File: config.mk
export PLATFORM = sky130hd
export DESIGN_NAME = sha256_round_engine
export DESIGN_NICKNAME = d
export VERILOG_FILES = /design/src/rtl/sha256_round_engine.sv
export SDC_FILE = /design/constraint.sdc
export NUM_CORES = 2
export LEC_CHECK = 0
export ABC_AREA = 0
export CAP_MARGIN = 20
export CORE_AREA = 2 2 407 409
export CTS_CLUSTER_DIAMETER = 150
export CTS_CLUSTER_SIZE = 8
export DETAILED_ROUTE_END_ITERATION = 10
export DIE_AREA = 0 0 409 411
export GPL_TIMING_DRIVEN = 1
export PLACE_DENSITY_LB_ADDON = 0.15
export SLEW_MARGIN = 20
export SYNTH_ARGS = -nofsm -noshare
export SYNTH_HDL_FRONTEND = slang
export SYNTH_SLANG_ARGS = --single-unit
export TNS_END_PERCENT = 1
File: constraint.sdc
create_clock -name clk -period 13.1 [get_ports clk]
set_input_delay 1.965 -clock clk [delete_from_list [all_inputs] [get_ports clk]]
set_output_delay 1.965 -clock clk [all_outputs]
set_load 0.02 [all_outputs]
File: src/rtl/sha256_round_engine.sv
// Iterative SHA-256 compression engine: ROUNDS_PER_CYCLE rounds per clock,
// message schedule expanded on the fly in a 16-word sliding window.
module sha256_round_engine #(
  parameter int unsigned ROUNDS_PER_CYCLE = 1,
  parameter int unsigned FEED_FORWARD     = 1
) (
  input  logic         clk,
  input  logic         rst,
  input  logic         start,
  output logic         in_ready,
  input  logic [511:0] block_in,
  input  logic [255:0] state_in,
  output logic         busy,
  output logic         out_valid,
  input  logic         out_ready,
  output logic [255:0] digest_out,
  output logic [5:0]   round_idx
);

  localparam int unsigned R        = ROUNDS_PER_CYCLE;
  localparam int unsigned WIN      = 16;
  localparam logic [5:0]  LAST_CNT = 6'(64 - R);
  localparam logic [5:0]  CNT_STEP = 6'(R);

  // Only power-of-two unroll factors that divide 64 are supported.
  if (!(R == 1 || R == 2 || R == 4 || R == 8)) begin : g_bad_rounds_per_cycle
    $error("sha256_round_engine: ROUNDS_PER_CYCLE must be 1, 2, 4 or 8");
  end

  localparam logic [31:0] K_ROM [64] = '{
    32'h428a2f98, 32'h71374491, 32'hb5c0fbcf, 32'he9b5dba5, 32'h3956c25b, 32'h59f111f1, 32'h923f82a4, 32'hab1c5ed5,
    32'hd807aa98, 32'h12835b01, 32'h243185be, 32'h550c7dc3, 32'h72be5d74, 32'h80deb1fe, 32'h9bdc06a7, 32'hc19bf174,
    32'he49b69c1, 32'hefbe4786, 32'h0fc19dc6, 32'h240ca1cc, 32'h2de92c6f, 32'h4a7484aa, 32'h5cb0a9dc, 32'h76f988da,
    32'h983e5152, 32'ha831c66d, 32'hb00327c8, 32'hbf597fc7, 32'hc6e00bf3, 32'hd5a79147, 32'h06ca6351, 32'h14292967,
    32'h27b70a85, 32'h2e1b2138, 32'h4d2c6dfc, 32'h53380d13, 32'h650a7354, 32'h766a0abb, 32'h81c2c92e, 32'h92722c85,
    32'ha2bfe8a1, 32'ha81a664b, 32'hc24b8b70, 32'hc76c51a3, 32'hd192e819, 32'hd6990624, 32'hf40e3585, 32'h106aa070,
    32'h19a4c116, 32'h1e376c08, 32'h2748774c, 32'h34b0bcb5, 32'h391c0cb3, 32'h4ed8aa4a, 32'h5b9cca4f, 32'h682e6ff3,
    32'h748f82ee, 32'h78a5636f, 32'h84c87814, 32'h8cc70208, 32'h90befffa, 32'ha4506ceb, 32'hbef9a3f7, 32'hc67178f2
  };

  typedef enum logic [1:0] {IDLE, RUN, FINAL, DONE} state_e;

  function automatic logic [31:0] rotr(input logic [31:0] x, input int unsigned n);
    return (x >> n) | (x << (32 - n));
  endfunction

  function automatic logic [31:0] bsig0(input logic [31:0] x);
    return rotr(x, 2) ^ rotr(x, 13) ^ rotr(x, 22);
  endfunction

  function automatic logic [31:0] bsig1(input logic [31:0] x);
    return rotr(x, 6) ^ rotr(x, 11) ^ rotr(x, 25);
  endfunction

  function automatic logic [31:0] ssig0(input logic [31:0] x);
    return rotr(x, 7) ^ rotr(x, 18) ^ (x >> 3);
  endfunction

  function automatic logic [31:0] ssig1(input logic [31:0] x);
    return rotr(x, 17) ^ rotr(x, 19) ^ (x >> 10);
  endfunction

  state_e                 state_q, state_d;
  logic [5:0]             cnt_q, cnt_d;
  logic [WIN-1:0][31:0]   win_q, win_d;      // win_q[0] = W[cnt]
  logic [7:0][31:0]       work_q, work_d;    // [7] = a ... [0] = h
  logic [7:0][31:0]       save_q, save_d;
  logic [7:0][31:0]       digest_q, digest_d;
  logic                   out_valid_q, out_valid_d;
  logic                   in_ready_q, in_ready_d;
  logic                   busy_q, busy_d;
  logic [5:0]             round_idx_q, round_idx_d;

  logic [WIN+R-1:0][31:0] ext;
  logic [31:0]            va, vb, vc, vd, ve, vf, vg, vh, t1, t2;

  // Unrolled round chain: extend the schedule by R words and run R rounds.
  always_comb begin
    t1 = '0;
    t2 = '0;
    for (int unsigned i = 0; i < WIN; i++) ext[i] = win_q[i];
    for (int unsigned i = 0; i < R; i++) begin
      ext[WIN+i] = ssig1(ext[14+i]) + ext[9+i] + ssig0(ext[1+i]) + ext[i];
    end
    {va, vb, vc, vd, ve, vf, vg, vh} = work_q;
    for (int unsigned i = 0; i < R; i++) begin
      t1 = vh + bsig1(ve) + ((ve & vf) ^ (~ve & vg)) + K_ROM[cnt_q + 6'(i)] + ext[i];
      t2 = bsig0(va) + ((va & vb) ^ (va & vc) ^ (vb & vc));
      vh = vg;
      vg = vf;
      vf = ve;
      ve = vd + t1;
      vd = vc;
      vc = vb;
      vb = va;
      va = t1 + t2;
    end
  end

  // Next-state and registered-output logic.
  always_comb begin
    state_d     = state_q;
    cnt_d       = cnt_q;
    win_d       = win_q;
    work_d      = work_q;
    save_d      = save_q;
    digest_d    = digest_q;
    out_valid_d = out_valid_q;
    unique case (state_q)
      IDLE: begin
        if (start) begin
          for (int unsigned i = 0; i < WIN; i++) win_d[i] = block_in[511-32*i -: 32];
          work_d  = state_in;
          save_d  = state_in;
          cnt_d   = '0;
          state_d = RUN;
        end
      end
      RUN: begin
        for (int unsigned i = 0; i < WIN; i++) win_d[i] = ext[R+i];
        work_d = {va, vb, vc, vd, ve, vf, vg, vh};
        cnt_d  = cnt_q + CNT_STEP;
        if (cnt_q == LAST_CNT) state_d = FINAL;
      end
      FINAL: begin
        for (int unsigned k = 0; k < 8; k++) begin
          digest_d[k] = (FEED_FORWARD != 0) ? work_q[k] + save_q[k] : work_q[k];
        end
        out_valid_d = 1'b1;
        state_d     = DONE;
      end
      DONE: begin
        if (out_ready) begin
          out_valid_d = 1'b0;
          state_d     = IDLE;
        end
      end
      default: state_d = IDLE;
    endcase
    in_ready_d  = (state_d == IDLE);
    busy_d      = (state_d == RUN) || (state_d == FINAL);
    round_idx_d = (state_d == RUN) ? cnt_d : 6'd0;
  end

  // State and output registers with synchronous reset.
  always_ff @(posedge clk) begin
    if (rst) begin
      state_q     <= IDLE;
      cnt_q       <= '0;
      win_q       <= '0;
      work_q      <= '0;
      save_q      <= '0;
      digest_q    <= '0;
      out_valid_q <= 1'b0;
      in_ready_q  <= 1'b1;
      busy_q      <= 1'b0;
      round_idx_q <= '0;
    end else begin
      state_q     <= state_d;
      cnt_q       <= cnt_d;
      win_q       <= win_d;
      work_q      <= work_d;
      save_q      <= save_d;
      digest_q    <= digest_d;
      out_valid_q <= out_valid_d;
      in_ready_q  <= in_ready_d;
      busy_q      <= busy_d;
      round_idx_q <= round_idx_d;
    end
  end

  assign in_ready   = in_ready_q;
  assign busy       = busy_q;
  assign out_valid  = out_valid_q;
  assign digest_out = digest_q;
  assign round_idx  = round_idx_q;

endmodule
# Word level (Yosys, flattened, before mapping)
# Memories as Yosys holds them, arrays and structs flattened.
# Cells that the tools add are included.
# Widths: inputs -> output; s select.
totals:
  in_bits: 772
  n_memories: 1
  output_inout_bits: 265
  romBits: 2048
  register_bits: 1297
  word_cells: 127
op_classes:
  eq_ne: 8
  bitwise: 29
  addsub: 19
  n_mux: 14
  n_reduce_logical: 9
  n_lt_le_gt_ge: 1
mem_list:
  columns: ["name", "depth", "word_bits", "rd", "rd_ports_with_merged_regs", "write_ports", "line", "source"]
  rows:
  - ["(name not given)", 64, 32, 1, 0, 0, "87", "t1 = vh + bsig1(ve) + ((ve & vf) ^ (~ve & vg)) + K_ROM[cnt_q + 6'(i)] + ext[i];"]
op_table:
  columns: ["operator", "n"]
  rows:
  - ["$pmux 512 s2", 1]
  - ["$add 32x32->32", 18]
  - ["$mux 512", 1]
  - ["$pmux 256 s2", 1]
  - ["$xor 32x32->32", 9]
  - ["$mux 256", 1]
  - ["$and 32x32->32", 5]
  - ["$mux 32", 2]
  - ["$not 32->32", 1]
  - ["$or 10x32->32", 1]
  - ["$or 13x32->32", 1]
  - ["$or 14x32->32", 1]
  - ["$or 15x32->32", 1]
  - ["$or 19x32->32", 1]
  - ["$or 21x32->32", 1]
  - ["$or 25x32->32", 1]
  - ["$or 26x32->32", 1]
  - ["$or 30x32->32", 1]
  - ["$or 7x32->32", 1]
  - ["$xor 32x22->32", 1]
  - ["$xor 32x29->32", 1]
  - ["$pmux 6 s2", 1]
  - ["$pmux 2 s4", 1]
  - ["$ge 7x7->1 const B", 1]
  - ["other kinds (16)", 26]

# Longest topological paths before layout
logic_depth:
  word_depth: 9
  ltp_mapped: 39
  depth_no_buf: 38

# Least setup slack after synthesis
# Ideal clock, no wire load.
synth_timing:
  path_kind: "flip-flop to flip-flop"
  start: "register cnt_q[2]"
  end: "register work_q (netlist bit vb[31])"
  arrival_time_ns: 8.131
  required_ns: 13.009
  slack_ns: 4.878
  synth_period_minus_slack_ns: 8.222
  path_buffers: 3
  stages_incl_launch_ff: 37
  setup_ns: 0.091
  path_cell_list: "dfxtp_1 -> clkbuf_1 -> inv_1 -> clkbuf_1 -> clkbuf_1 -> ha_1 -> nor2b_1 -> a211oi_1 -> mux4_2 -> fa_1 -> inv_1 -> ha_1 -> a21o_1 -> a21oi_1 -> o21ai_0 -> a31o_2 -> a31oi_1 -> o21bai_1 -> a21oi_1 -> nor2b_1 -> o21ai_0 -> nand2_1 -> xnor2_1 -> fa_1 -> inv_1 -> ha_1 -> a21o_1 -> a21o_1 -> a2111oi_0 -> o21bai_1 -> a21oi_1 -> a31oi_1 -> a221o_1 -> a21oi_1 -> xor2_1 -> or3_1 -> a311oi_1"
synth_between:
  elab_chain_cells: 8
synth_lines:
  columns: ["item", "line", "source"]
  rows:
  - ["from (decl)", "64", "logic [5:0] cnt_q, cnt_d;"]
  - ["from (signal assigned)", "160", "cnt_q <= cnt_d;"]
  - ["$not 6->7 (not written as such)", "87", null]
  - ["$mem_v2 64x32", null, null]
  - ["$mux 32 (not written as such) (2 in a row)", "87", null]
  - ["$add 32x32->32 (2 in a row)", "87", null]
  - ["$add 32x32->32", "96", "va = t1 + t2;"]
  - ["$pmux 256 s2", "109", "unique case (state_q)"]
  - ["to (signal assigned)", "162", "work_q <= work_d;"]
  - ["to (decl)", "66", "logic [7:0][31:0] work_q, work_d;"]
# No other way between the ends. The select of a mux whose other input is x is not followed.
# A chain may end at the register's enable or synchronous reset.

# Worst setup path in the final report
layout_timing:
  start: "register cnt_q[0]"
  end: "register work_q (netlist bit vb[31])"
# The elaborated chain is that of the path after synthesis.

==> qor.yml <==
logic_synthesis:
  ys_ff_latch: 1297
  ys_async_sr_fraction: 0
  synth_edf_count: 0
  yosys_warnings: 0
  synth_area_leader_cell: "dfxtp_1"
  seq_area_frac_synth: 0.331
  ys.flop_type: "dfxtp_1"
  synth_top_area_share: 0.331
  yosysUniqueCellTypes: 81
  synthesis.area_um2: 78600
  ys_top_cells_by_area: "dfxtp_1 (33%), nand2_1 (12%), a311oi_1 (7.8%)"
  postSynthNetCount: 11700
  syn_avg_cell_area_um2: 7.64
  synthCells: 10300
route:
  drcViolationCount: 0
  wl_per_cell_um: 26.7
  viasPerCell: 6.04
  vias: 79000
  dr.pass1.iters: 6
  drtIter0Drc: 8991
  antenna_left: 0
  routed_wl_mm: 349
clock_tree:
  cts_buffers: 180
  cts_tree: "yes"
  hold_buffers: 0
  htree_levels: 4
  cts_resized: 0
  clk_path_buf_depth: 3
  insertion_delay_ns: 0.85
  root_buffer: "clkbuf_16"
  path_clk_slew_ns: 0.05
  cts_sinks: 1297
  postCtsSetupBuffers: 0
critical_path:
  arrival_ns: 10.77
  max_stage_delay_ns: 0.85
  critPathLaunch: "cnt_q[0]"
  crit_top_cell: "inv_1"
  worstSetupStartpointType: "flip-flop"
  endpoint_kind: "flip-flop"
  path_delay_family: "adder cells"
  cp_max_fo: 34
  crit_required_ns: 13.85
  timing.rr.start: "cnt_q[0]"
  cp_slowest_cell: "ha_1"
  critPathBufInv: 6
  path_class: "reg -> reg"
sta:
  worst_pin_slew_ns: 1.25
  clock_skew_ns: 0.0374
  max_slew_margin: 0.165
  timing.final.hold_violations: 0
  setup_violations: 0
  grt_setup_unrepaired: "no"
  min_period_ns: 10.03
  fmax_mhz: 99.7
  report.final.slew_viol_count: 0
  setup_tns_ns: 0
  min_period_over_period: 0.765
floorplan:
  die_w_um: 409
  start_util: 0.479
  row_count: 149
  die-height_um: 411
  dieArea_um2: 168000
  coreArea_um2: 164000
  ios: 1037
layout:
  nNetsFinal: 12200
  final_area_um2: 94600
  syn_to_final_growth_pct: 20.5
  regArea_um2: 26000
  multi_input_area_um2: 47900
  fill_cells: 15200
  drive_gt1_frac: 0.0340
placed_design:
  gp_congestion: 1.01
  dp_hpwl_mm: 268
  io_buffers: 1036
  placed_cell_area_um2: 89600
pwr:
  power_density_nw_per_um2: 350
  max-vdd-ir-drop_v: 0.000644
  leakagePower_uw: 0.0392
outcome:
  outcome: "finished clean"
global_routing:
  gr-total-overflow: 0
  grt_pass1_wl_mm: 498
  grt_antenna_before_repair: 70
  grt_max_degree: 257
  track_usage: 0.397
  grt_pass1_vias: 74500
worst_hold_path:
  holdCritStartpoint: "digest_out[80]"
  hold_path_class: "reg -> reg"
run:
  max_cap_violations: 0
[worst min-delay path: cells and delay by family, from the launching register on]
family,cells,cell delay [ns]
AND/OR/NAND/NOR,1,0.05
AO/OA/AOI/OAI,1,0.05
flip-flops,1,0.30
[layout by cell type, fill, tap and decap left out, types with 70 or more instances in the layout]
cell             synthesis  final
clkdlybuf4s50_1          0   1035
a21oi_1                792    792
a211oi_1                74     74
nor2_1                1031   1026
clkbuf_16                0    185
a21o_1                 182    182
o21ai_0                337    337
nor3_1                 130    129
dfxtp_1               1297   1292
buf_4                    0     74
xor2_1                 222    222
nand2b_1                72     70
inv_1                  506    503
ha_1                   401    401
a311oi_1               700    700
fa_1                   195    195
nand2_1               2418   2417
xnor2_1                330    330
[flip-flops by register name, indices dropped and copies added, names as in the netlist, 2 cells and up]
name	cells
ext	512
state_q	2
vb	32
cnt_q	6
vg	32
vh	32
save_q	256
round_idx	6
digest_out	256
work_q	64
vf	32
vd	32
vc	32
[cells in the mapped netlist, types with 74 or more instances]
master,instances
a211oi_1,74
a21o_1,182
a21oi_1,792
a311oi_1,700
clkbuf_1,746
dfxtp_1,1297
fa_1,195
ha_1,401
inv_1,506
nand2_1,2418
nor2_1,1031
nor3_1,130
o21ai_0,337
xnor2_1,330
xor2_1,222
[per-layer routing]
metal	GRT usage	routed length [um]	part of all wire
met1	0.497	137000	0.39
met2	0.624	157000	0.45
met3	0.0881	32000	0.092
met4	0.240	22800	0.065
met5	0	215	0.00062
[final timing paths]
kind	end	depth (start not counted)	slack, ns
setup / recovery	vb[31]	34	3.07
hold / removal	digest_out[80]	2	0.45
setup reg to reg	vb[31]	34	3.07
hold reg to reg	digest_out[80]	2	0.45
[through the flow]
stage / worst slack, ns / utilization / hold WS, ns / cells / power [uW]
3_3_place_gp: 3.24 / 0.547 / 0.438 / 12800 / 28100
4_1_cts: 3.25 / 0.577 / 0.451 / 13000 / 32600
2_1_floorplan: 4.88 / - / 0.440 / 10300 / 21500
3_5_place_dp: 3.29 / 0.547 / 0.444 / 12800 / 28200
6_report: 3.07 / 0.577 / 0.448 / 13100 / 33100
5_1_grt: 2.78 / 0.577 / 0.463 / 13100 / 35400
[power by group]
part	internal, uW	total (uW)	switching, uW
clock	2480	4290	1810
sequential	4310	4960	652
combinational	9330	23800	14500
[final cells by class]
cell class,count,share of cell area
Sequential cell,1297,0.274
Multi-Input combinational cell,7707,0.506
Inverter,507,0.0201
Tap cell,2189,0.0289
Timing Repair Buffer,1122,0.118
Clock buffer,187,0.0491
Clock inverter,11,0.00227
Antenna cell,47,0.00124
[cell families after synthesis]
kind of cell / after synthesis / share of synthesized area
AO/OA/AOI/OAI: 2545 / 0.222
XOR/XNOR: 552 / 0.0615
adder cells (fa/ha/maj): 599 / 0.114
buffers and inverters: 1281 / 0.0612
flip-flops: 1297 / 0.331
multiplexers: 46 / 0.00667
AND/OR/NAND/NOR: 3965 / 0.204
No activity file was read; power rests on OpenSTA's default activity.
